## config.mk

```make
export PLATFORM = sky130hd
export DESIGN_NAME = shared_unit_arbiter
export DESIGN_NICKNAME = d
export VERILOG_FILES = /design/src/rtl/shared_unit_arbiter.sv
export SDC_FILE = /design/constraint.sdc
export NUM_CORES = 1
export LEC_CHECK = 0
export BUFFER_PORTS_ARGS = -buffer_cell sky130_fd_sc_hd__buf_2
export CAP_MARGIN = 20
export CELL_PAD_IN_SITES_DETAIL_PLACEMENT = 0
export CELL_PAD_IN_SITES_GLOBAL_PLACEMENT = 1
export CORE_MARGIN = 8
export CORE_UTILIZATION = 43
export DETAILED_ROUTE_END_ITERATION = 8
export PLACE_DENSITY = 0.74
export SYNTH_ARGS = -nofsm -noshare
export SYNTH_HDL_FRONTEND = slang
export SYNTH_SLANG_ARGS = --single-unit
```

## constraint.sdc

```tcl
create_clock -name CLK -period 2.7 [get_ports CLK]
set_clock_uncertainty 0.15 [all_clocks]
set_input_delay 0.54 -clock CLK [delete_from_list [all_inputs] [get_ports CLK]]
set_output_delay 0.54 -clock CLK [all_outputs]
set_load 0.02 [all_outputs]
```

## src/rtl/shared_unit_arbiter.sv

```systemverilog
// +----------------------------------------------------------------------------+
// | Module   : shared_unit_arbiter                                             |
// | Purpose  : Round-robin arbiter for three masters sharing one unit (adder   |
// |            or exception checker). It grants one master at a time, drives   |
// |            the unit request and the operand-mux select, and returns a      |
// |            one-cycle completion (M_ack) or timeout-abort (M_err) pulse.    |
// | Ports    : CLK     - clock, rising edge                                    |
// |            RST     - asynchronous active-high reset                        |
// |            M_req   - [2:0] per-master level request                        |
// |            M_ack   - [2:0] per-master one-cycle completion pulse           |
// |            M_err   - [2:0] per-master one-cycle timeout-abort pulse        |
// |            GNT     - [2:0] one-hot current owner, zero when no owner       |
// |            S_req   - request to the shared unit                            |
// |            S_ack   - shared-unit done pulse                                |
// |            Select  - [1:0] operand-mux select (owner index)                |
// |            BUSY    - high whenever the arbiter is not idle                 |
// | Params   : TIMEOUT - max cycles to wait for S_ack (legal range 2..255)     |
// | Revision : 1.0 - initial release                                           |
// +----------------------------------------------------------------------------+
`default_nettype none

module shared_unit_arbiter #(
  parameter int TIMEOUT = 64
) (
  input  logic       CLK,
  input  logic       RST,
  input  logic [2:0] M_req,
  output logic [2:0] M_ack,
  output logic [2:0] M_err,
  output logic [2:0] GNT,
  output logic       S_req,
  input  logic       S_ack,
  output logic [1:0] Select,
  output logic       BUSY
);

  typedef enum logic [1:0] {
    IDLE    = 2'd0,
    SERVE   = 2'd1,
    RELEASE = 2'd2
  } state_t;

  // Wait-counter value on the last SERVE cycle before the transaction aborts.
  localparam logic [7:0] LAST_WAIT = 8'(TIMEOUT - 1);

  state_t     state;
  logic [1:0] ptr;        // highest-priority master for the next grant
  logic [7:0] wait_cnt;   // SERVE cycles elapsed without S_ack
  logic [1:0] win_idx;    // round-robin winner among current requests
  logic [2:0] cand;       // candidate index, ptr + offset before wrapping

  // Walk the candidates from lowest to highest priority so the one that is
  // assigned last (offset 0, i.e. ptr itself) wins when several request.
  always_comb begin
    win_idx = ptr;
    cand    = 3'd0;
    for (int k = 2; k >= 0; k--) begin
      cand = {1'b0, ptr} + 3'(k);
      if (cand >= 3'd3) begin
        cand = cand - 3'd3;
      end
      if (M_req[cand[1:0]]) begin
        win_idx = cand[1:0];
      end
    end
  end

  always_ff @(posedge CLK or posedge RST) begin
    if (RST) begin
      state    <= IDLE;
      ptr      <= 2'd0;
      wait_cnt <= 8'd0;
      S_req    <= 1'b0;
      M_ack    <= 3'b000;
      M_err    <= 3'b000;
      GNT      <= 3'b000;
      Select   <= 2'd0;
      BUSY     <= 1'b0;
    end else begin
      // Response pulses last exactly one cycle.
      M_ack <= 3'b000;
      M_err <= 3'b000;

      case (state)
        IDLE: begin
          // Select keeps its previous value until the next grant.
          if (|M_req) begin
            state    <= SERVE;
            BUSY     <= 1'b1;
            GNT      <= 3'b001 << win_idx;
            Select   <= win_idx;
            S_req    <= 1'b1;
            wait_cnt <= 8'd0;
          end
        end

        SERVE: begin
          // The owner dropping its request does not abort; only S_ack or
          // the timeout ends the transaction. S_ack has priority over expiry.
          if (S_ack) begin
            S_req <= 1'b0;
            M_ack <= GNT;
            state <= RELEASE;
          end else if (wait_cnt == LAST_WAIT) begin
            S_req <= 1'b0;
            M_err <= GNT;
            state <= RELEASE;
          end else begin
            wait_cnt <= wait_cnt + 8'd1;
          end
        end

        RELEASE: begin
          // Hold ownership until the owner withdraws its request; S_ack here
          // is ignored. Returning to IDLE without granting guarantees at
          // least one idle cycle between owners.
          if (!M_req[Select]) begin
            state <= IDLE;
            BUSY  <= 1'b0;
            GNT   <= 3'b000;
            ptr   <= (Select == 2'd2) ? 2'd0 : Select + 2'd1;
          end
        end

        default: begin
          state <= IDLE;
          BUSY  <= 1'b0;
          GNT   <= 3'b000;
          S_req <= 1'b0;
        end
      endcase
    end
  end

endmodule

`default_nettype wire

```

==> impl_metrics.py <==
metrics = {
    "die": {
        "rows": 20,
        "boundaryPins": 19,
        "die_w_um": 71.6,
        "initial_core_util": 0.443,
        "die-area_um2": 5130,
        "die_h_um": 71.6,
        "core_area_um2": 3000,
    },
    "clocking": {
        "cts_tree": "done",
        "postCtsSetupRepairBufs": 0,
        "numCtsBuffers": 3,
        "post_cts_resized": 0,
        "numClockSinks": 25,
        "cts-root-buf": "clkbuf_4",
        "cts.path.max_buffers": 2,
        "path_clk_slew_ns": 0.14,
        "worstSkewPairLatency_ns": 0.32,
        "postCtsHoldBufs": 0,
        "cts.htree.levels": 1,
    },
    "synth": {
        "synth_top_family_by_area": "simple AND/OR/NAND/NOR gates",
        "syn_avg_cell_area_um2": 10.0,
        "synthFlopType": "dfrtp_1",
        "ys_seq_area_frac": 0.470,
        "synth.area.top_cells": "dfrtp_1, nand2_1, nor2_1",
        "synth_edf_count": 0,
        "synthArstFlopShare": 1.00,
        "synth_fa_ha_area_frac": 0.0376,
        "yosys.area_share.xor_xnor": 0.0395,
        "synth.most_common_cell": "dfrtp_1",
        "synth-simple-area-share": 0.207,
        "yosysTopAreaCellShare": 0.470,
        "syn_area_um2": 1330,
        "syn_nets": 143,
        "yosys-top-cells-count": "dfrtp_1, nand2_1, nor2_1",
        "synth_top_cell_by_area": "dfrtp_1",
        "synth_compound_area_frac": 0.180,
        "synth_cell_type_count": 40,
        "muxShareOfSynthArea": 0.0376,
        "yosys_warnings": 0,
        "synth_cells": 133,
        "synth-seq-cells": 25,
    },
    "sta": {
        "tightest_slew_ns": 0.433,
        "finalSetupViolCount": 0,
        "finalCritPeriodShare": 0.825,
        "hold_viol_final": 0,
        "period_minus_slack_ns": 2.23,
        "fmax_mhz": 449,
        "setup_ws_ns": 0.473,
        "finalMaxSlewViolations": 0,
        "finalSetupTns_ns": 0,
        "relSlewSlack": 0.710,
        "rsz0062_at_grt": "false",
    },
    "worst_setup_path": {
        "cp-startpoint": "ptr[1]",
        "r2r-start": "ptr[1]",
        "path_max_fanout": 10,
        "cp-start-kind": "flop",
        "crit_arrival_ns": 2.30,
        "path_class": "flop to flop",
        "r2r_cells": 7,
        "timing.rr.end": "GNT[1]",
        "critPathCapture": "GNT[1]",
        "crit_required_ns": 2.77,
        "end_kind": "flop",
        "reg2reg_slack_ns": 0.47,
    },
    "power": {
        "pwr-share-comb": 0.486,
        "cellInternalPower_w": 0.000814,
        "p_per_area_nw_per_um2": 974,
        "seq_power_share": 0.398,
        "cellLeakagePower_nw": 0.724,
        "design_power_total_w": 0.00145,
        "pwr-share-clk": 0.116,
        "p_sw_w": 0.000633,
        "switching_share": 0.437,
        "ir_worst_vdd_v": 0.000472,
    },
    "detailed_routing": {
        "viasPerCell": 5.46,
        "drtAntennaViolNets": 0,
        "via_count": 1016,
        "drc_errors": 0,
        "totalWireLength_um": 2750,
        "first_iter_violations": 61,
        "wl_per_cell_um": 14.8,
        "dr.pass1.iters": 4,
    },
    "grt": {
        "antenna_found_initial": 0,
        "grt_max_degree": 26,
        "grt_overflow_total": 0,
        "track_usage": 0.117,
        "grt_pass1_vias": 1040,
        "grt_pass1_wl_um": 4890,
    },
    "final_layout": {
        "utilization": 0.495,
        "diodes": 0,
        "drive_above_1_share": 0.203,
        "design_area_um2": 1490,
        "synthToLayoutAreaGrowth_pct": 11.7,
        "fin_nets": 164,
    },
    "placement": {
        "gp_congestion": 0.850,
        "portBuffers": 18,
        "dp_hpwl_um": 2100,
        "dpl_worst_slack_ns": 0.192,
        "placed_area_um2": 1450,
    },
    "worst_hold_path": {
        "hold_path.class": "primary input to asynchronous set/reset pin",
    },
    "job": {
        "max-cap-violations": 0,
    },
    "outcome": {
        "status": "finished clean",
    },
}
critical path: stages, from the launching register on:
cell and delay [ns]:
dfrtp_1 0.46, inv_1 0.10, ha_1 0.35, mux2i_1 0.24, nor2_1 0.09, a211oi_1 0.40
a311oi_2 0.11, a22o_1 0.26
final cells by class:
type	count	area, um^2
clock buffer	3	22.5
clock inverter	1	7.51
fill	279	1520
inverter	5	18.8
multi-input combinational	99	668
sequential	25	626
tap	33	41.3
timing repair buffer	20	103
layout by cell type (no fill, tap or decap), types with 2 or more instances in the layout:
master    count
a21o_1        2
a21oi_1       3
a22o_1        2
and2_1        4
and3_1        4
buf_2        19
clkbuf_4      3
dfrtp_1      25
ha_1          4
inv_1         5
mux2i_1       5
nand2_1      16
nand2b_1      5
nand3_1       3
nor2_1       14
nor3_1        2
o21ai_0       8
o22a_1        2
xnor2_1       4
xor2_1        2
registers in the layout (all words and copies together), names as in the netlist:
| signal | cells |
|---|---|
| BUSY | 1 |
| GNT | 3 |
| M_ack | 3 |
| M_err | 3 |
| S_req | 1 |
| Select | 2 |
| ptr | 2 |
| state | 2 |
| wait_cnt | 8 |
how the worst min path moves through the flow:
stage	from	endpoint
finish	RST	M_err[1]
global route	RST	M_err[1]
CTS	RST	M_err[1]
detailed placement	BUSY	BUSY
global placement	BUSY	BUSY
floorplan	wait_cnt[1]	wait_cnt[1]
routing by layer:
metal / global-route usage / share of wire / vias to the layer above
li1: - / - / 510
met1: 0.150 / 0.48 / 493
met2: 0.187 / 0.47 / 11
met3: 0.0321 / 0.038 / 2
met4: 0.0317 / 0.0044 / 0
met5: 0 / 0 / -
cell families after synthesis:
kind of cell | Yosys count
AOI/OAI and AO/OA | 30
muxes | 5
adders and majority gates | 4
xor gates and xnor gates | 6
and+or+nand+nor | 54
buffers and inverters | 9
DFF | 25
power groups by stage:
| stage | clock network [W] | registers (W) | logic [W] |
|---|---|---|---|
| 2_1_floorplan | 0 | 0.000623 | 0.000479 |
| 3_3_place_gp | 0 | 0.000581 | 0.000692 |
| 3_5_place_dp | 0 | 0.000585 | 0.000702 |
| 4_1_cts | 0.000175 | 0.000578 | 0.000705 |
| 5_1_grt | 0.000190 | 0.000595 | 0.000794 |
| 6_report | 0.000169 | 0.000576 | 0.000703 |
through the flow:
stage / hold slack [ns] / instances
after floorplan: 0.326 / 133
after global placement: 0.315 / 181
after detailed placement: 0.316 / 181
after CTS: 0.0919 / 185
after global routing: 0.0929 / 186
final: 0.0879 / 186
No activity file was read; power rests on OpenSTA's default activity.
